==> config.mk <==
export PLATFORM = sky130hd
export DESIGN_NAME = serial_subtractor
export DESIGN_NICKNAME = d
export VERILOG_FILES = /design/src/rtl/serial_sub_pkg.sv /design/src/rtl/full_subtractor_bit.sv /design/src/rtl/serial_subtractor.sv
export SDC_FILE = /design/constraint.sdc
export NUM_CORES = 1
export LEC_CHECK = 0
export ABC_AREA = 0
export CORE_MARGIN = 4
export CORE_UTILIZATION = 45
export DETAILED_ROUTE_END_ITERATION = 7
export GPL_TIMING_DRIVEN = 0
export PLACE_DENSITY = 0.83
export SYNTH_ARGS = -nofsm -noshare
export SYNTH_HDL_FRONTEND = slang
export SYNTH_SLANG_ARGS = --single-unit
==> constraint.sdc <==
create_clock -name clk -period 2.7 [get_ports clk]
set_input_delay 0.54 -clock clk [delete_from_list [all_inputs] [get_ports clk]]
set_output_delay 0.54 -clock clk [all_outputs]
set_load 0.03 [all_outputs]
==> src/rtl/serial_sub_pkg.sv <==
// Shared definitions for the bit-serial subtractor: FSM encoding, default width
// and the bit-counter sizing helper.
package serial_sub_pkg;

    typedef enum logic [1:0] {
        ST_IDLE  = 2'd0,
        ST_SHIFT = 2'd1,
        ST_DONE  = 2'd2
    } state_e;

    localparam int unsigned DEFAULT_WIDTH = 4;

    // Counter must be able to hold the value WIDTH itself.
    function automatic int unsigned cnt_width(input int unsigned w);
        return $clog2(w + 1);
    endfunction

endpackage

==> src/rtl/full_subtractor_bit.sv <==
// One-bit full subtractor: d = a - b - bin, with borrow-out.
module full_subtractor_bit (
    input  logic a_i,
    input  logic b_i,
    input  logic bin_i,
    output logic d_o,
    output logic bo_o
);

    // Borrow when a < b + bin for this bit position.
    always_comb begin
        d_o  = a_i ^ b_i ^ bin_i;
        bo_o = (~a_i & b_i) | (~(a_i ^ b_i) & bin_i);
    end

endmodule

==> src/rtl/serial_subtractor.sv <==
// Bit-serial subtractor: diff = a - b - bin, LSB first, one bit per clock,
// with valid/ready handshakes on the operand and result sides.
// Optional signed-overflow output enabled by defining SERIAL_SUB_OVF_EN.
module serial_subtractor
    import serial_sub_pkg::*;
#(
    parameter int unsigned WIDTH = DEFAULT_WIDTH
) (
    input  logic             clk,
    input  logic             rst,
    input  logic             in_valid,
    output logic             in_ready,
    input  logic [WIDTH-1:0] a,
    input  logic [WIDTH-1:0] b,
    input  logic             bin,
    output logic             out_valid,
    input  logic             out_ready,
    output logic [WIDTH-1:0] diff,
`ifdef SERIAL_SUB_OVF_EN
    output logic             ovf,
`endif
    output logic             bout
);

    localparam int unsigned CNT_W = cnt_width(WIDTH);
    localparam logic [CNT_W-1:0] LAST_CNT = CNT_W'(WIDTH - 1);

    state_e           state_q;
    logic [WIDTH-1:0] a_q;
    logic [WIDTH-1:0] b_q;
    logic [WIDTH-1:0] diff_q;
    logic             brw_q;
    logic [CNT_W-1:0] cnt_q;
    logic             bout_q;
    logic             out_valid_q;
`ifdef SERIAL_SUB_OVF_EN
    logic             ovf_q;
`endif

    logic d_bit;
    logic brw_d;

    full_subtractor_bit u_fs (
        .a_i   (a_q[0]),
        .b_i   (b_q[0]),
        .bin_i (brw_q),
        .d_o   (d_bit),
        .bo_o  (brw_d)
    );

    // Handshake and result outputs decoded from registered state.
    always_comb begin
        in_ready  = (state_q == ST_IDLE);
        out_valid = out_valid_q;
        diff      = diff_q;
        bout      = bout_q;
`ifdef SERIAL_SUB_OVF_EN
        ovf       = ovf_q;
`endif
    end

    // FSM, operand/result shift registers, borrow flop and bit counter.
    always_ff @(posedge clk) begin
        if (rst) begin
            state_q     <= ST_IDLE;
            a_q         <= '0;
            b_q         <= '0;
            diff_q      <= '0;
            brw_q       <= 1'b0;
            cnt_q       <= '0;
            bout_q      <= 1'b0;
            out_valid_q <= 1'b0;
`ifdef SERIAL_SUB_OVF_EN
            ovf_q       <= 1'b0;
`endif
        end else begin
            unique case (state_q)
                ST_IDLE: begin
                    if (in_valid) begin
                        a_q     <= a;
                        b_q     <= b;
                        brw_q   <= bin;
                        cnt_q   <= '0;
                        state_q <= ST_SHIFT;
                    end
                end
                ST_SHIFT: begin
                    diff_q <= {d_bit, diff_q[WIDTH-1:1]};
                    a_q    <= a_q >> 1;
                    b_q    <= b_q >> 1;
                    brw_q  <= brw_d;
                    cnt_q  <= cnt_q + CNT_W'(1);
                    if (cnt_q == LAST_CNT) begin
                        bout_q      <= brw_d;
                        out_valid_q <= 1'b1;
`ifdef SERIAL_SUB_OVF_EN
                        // On the last bit a_q[0]/b_q[0] are the latched operand MSBs
                        // and d_bit is the result MSB.
                        ovf_q       <= (a_q[0] ^ b_q[0]) & (a_q[0] ^ d_bit);
`endif
                        state_q     <= ST_DONE;
                    end
                end
                ST_DONE: begin
                    if (out_ready) begin
                        out_valid_q <= 1'b0;
                        state_q     <= ST_IDLE;
                    end
                end
                default: begin
                    out_valid_q <= 1'b0;
                    state_q     <= ST_IDLE;
                end
            endcase
        end
    end

endmodule

==> impl_results.md <==
- Largest net degree at the start of global routing: 12
- Nets: 151
- Tightest Pin Transition: between 0.4 and 0.5 ns
- # IOs: 20
- H-tree depth: 1
- Die Wd: 54.5 um
- Sinks on Clock Net: 20
- Grt ovf: 0
- WP data arrival: approximately 1.8 ns
- Initial core utilization: 48.5%
- Nature of the critical path startpoint: flip-flop
- Die Y: roughly 54 um
- TNS Setup: 0 ns
- Post-synth EDFFs: 0
- Clock latency on the worst-skew pair: roughly 0.30 ns
- CTS tree: built
- Max Slew Vio Count: 0
- CP delay by family, top: buffers and inverters
- Max FO, Critical Path: 10
- Synth Warn #: 0
- # fillers: 189
- Area grow syn2layout: 26.8%
- Synth top area cells: dfxtp_1 (41%), a21oi_1 (8.8%), nor2_1 (5.8%), o221a_2 (4.6%), nand2_1 (4.3%)
- Vias in the first global route: 838
- Syn nets: approximately 130
- Crit path time final: 2.30 ns
- WS Path Type: reg -> out
- Most numerous cell in the Yosys netlist: dfxtp_1
- Seq cells post-synth: 20
- Unrepaired setup endpoints after global routing: false
- # hold bufs at CTS: 0
- GPL Wtd Cong: 0.782
- All-Layer GR Usage: between 15 and 20%
- Max-Cap Viols: 0
- Syn Inst Count: between 100 and 150
- Seq/Total Area, Yosys: 41.2%
- Crit-path max cell delay: between 0.6 and 0.7 ns
- Ys flop type: dfxtp_1
- Final setup violation count: 0
- Synth unique cells: 28
- Top cells by count, synth: dfxtp_1 (20), a21oi_1 (17), nor2_1 (15)
- Hpwl dp: 1560 um
- Bufs on Longest Clock Path: 2
- Leak Pwr: approximately 0.47 nW
- Mapped Area: 971 um2
- FFs w/ async S/R, synth: 0%
- Port buffer count: 19
- Core footprint: 0.00200 mm2
- Status: finished, final reports clean
- VDD IR-drop max: 0.000293 V
- Synth area leader: dfxtp_1
- Crit path cell chain: buf_6 > buf_2 > nor2_1 > clkdlybuf4s50_1
- Total power density per cell area: approximately 510 mW/mm2
- Worst slew margin: just over 70%
- Ratio of cells with drive above 1 in the final layout: between 10% and 20%
- Crit. End Element: output port
- Clock Pin Slew Worst Setup and Hold Paths: roughly 0.12 ns
- DRC Markers: 0
- Inst Count DP: about 160
- Final ANT Viol Nets: 0
- Post_cts resized: 0
- DR pass1 iterations: 4
- Vias: between 800 and 900
- CTS Buf Count: 3
- Hold Vio Cnt, Final: 0
- Non-Filler Instances: 161
- Cell row count: 16
- Worst Path Buf+Inv: 3
- Post-CTS setup buffers: 0
- DR iter-0 viols: 15
- Via density: ~5.3
- Final Util: around three fifths
- First-pass GRT wire length: ~3600 um
- Synth top area share: roughly two fifths
- Mapped Avg Cell Area: between 8 and 9 um2
- Skew final: 0.00131 ns
- Crit-path slowest cell: clkdlybuf4s50_1
- Fmax: between 0.4 and 0.5 GHz
- CP required: approximately 2.2 ns
- N_diodes: 0
- Final worst-path cycle share: 85.3%
- Initial antenna violation count: 0
- Routed len/inst: between 10 and 15 um
- CTS root buf: clkbuf_4
- HP Class: reg -> reg
- WL final: 2150 um
- Die ar.: roughly 0.0030 mm2
==> routing by layer <==
layer,track usage [%],wire [um],up-vias
li1,-,-,429
met1,21.9,1020,401
met2,27.5,991,21
met3,3.27,127,2
met4,3.73,12,0
met5,0,0,-
==> logic make-up after synthesis <==
group	after synthesis	synth area share, %
flip-flops	20	41.2
adder cells (fa/ha/maj)	3	4.64
multiplexers	1	1.03
AO/OA/AOI/OAI	35	26.3
AND/OR/NAND/NOR	37	18.2
buffers and inverters	15	8.63
==> through the flow <==
stage	instance area, um2	hold slack (ns)	worst slack [ns]	power (W)
floorplan	971	0.454	1.13	0.000409
global placement	1190	0.448	0.740	0.000451
detailed placement	1190	0.457	0.731	0.000454
CTS	1230	0.477	0.381	0.000629
global route	1230	0.493	0.302	0.000652
finish	1230	0.473	0.397	0.000627
==> worst reg2reg max path: cells and delay by family, from the launching register on <==
| kind | cells | cell delay [ns] |
|---|---|---|
| AOI/OAI and AO/OA | 2 | 0.44 |
| DFF | 1 | 0.35 |
| adders and majority gates | 1 | 0.47 |
| buffers and inverters | 1 | 0.08 |
==> area by class of cell <==
| cell class | instances | area, um2 | share of cell area [%] |
|---|---|---|---|
| Multi-Input combinational cell | 76 | 487 | 39.5 |
| Sequential cell | 20 | 400 | 32.5 |
| Timing Repair Buffer | 19 | 190 | 15.4 |
| Buffer | 8 | 57.6 | 4.67 |
| Clock buffer | 4 | 36.3 | 2.95 |
| Tap cell | 27 | 33.8 | 2.74 |
| Inverter | 7 | 26.3 | 2.13 |
==> state kept, by name, summed over array words and instances (netlist names) <==
| signal | cells |
|---|---|
| diff | 4 |
| a_q | 4 |
| cnt_q | 3 |
| out_valid | 1 |
| brw_q | 1 |
| state_q | 2 |
| bout | 1 |
| b_q | 4 |
==> cell usage in the layout (no fill, tap or decap), drive strengths merged, types with 2 or more instances in the layout <==
master         synthesis  final
buf                    8      8
a21oi                 19     19
o22ai                  2      2
nand2b                 2      2
ha                     2      2
dfxtp                 20     20
nor3                   2      2
clkdlybuf4s50          0     19
nor2b                  5      5
inv                    7      7
o21ai                  3      3
clkbuf                 0      4
nand2                 11     11
o221a                  4      4
nor2                  15     15
nand3                  2      2
==> report_power, final <==
part	leakage, nW	internal, W	switching (W)
registers	0.164	0.000312	0.0000130
logic	0.281	0.0000615	0.0000615
clock network	0.0210	0.0000822	0.0000961
==> path summary, 6_finish.rpt <==
kind | startpoint | to | slack (ns) | cells after the start
worst max-delay path | state_q[1]$_SDFFE_PP0P_ | in_ready | 0.40 | 4
worst min-delay path | diff[0]$_SDFFE_PP0P_ | diff[0]$_SDFFE_PP0P_ | 0.47 | 2
worst max register to register | b_q[0]$_SDFFE_PP0P_ | brw_q$_SDFFE_PP0P_ | 1.31 | 4
worst min register to register | diff[0]$_SDFFE_PP0P_ | diff[0]$_SDFFE_PP0P_ | 0.47 | 2
(Power assumes the default switching activity.)
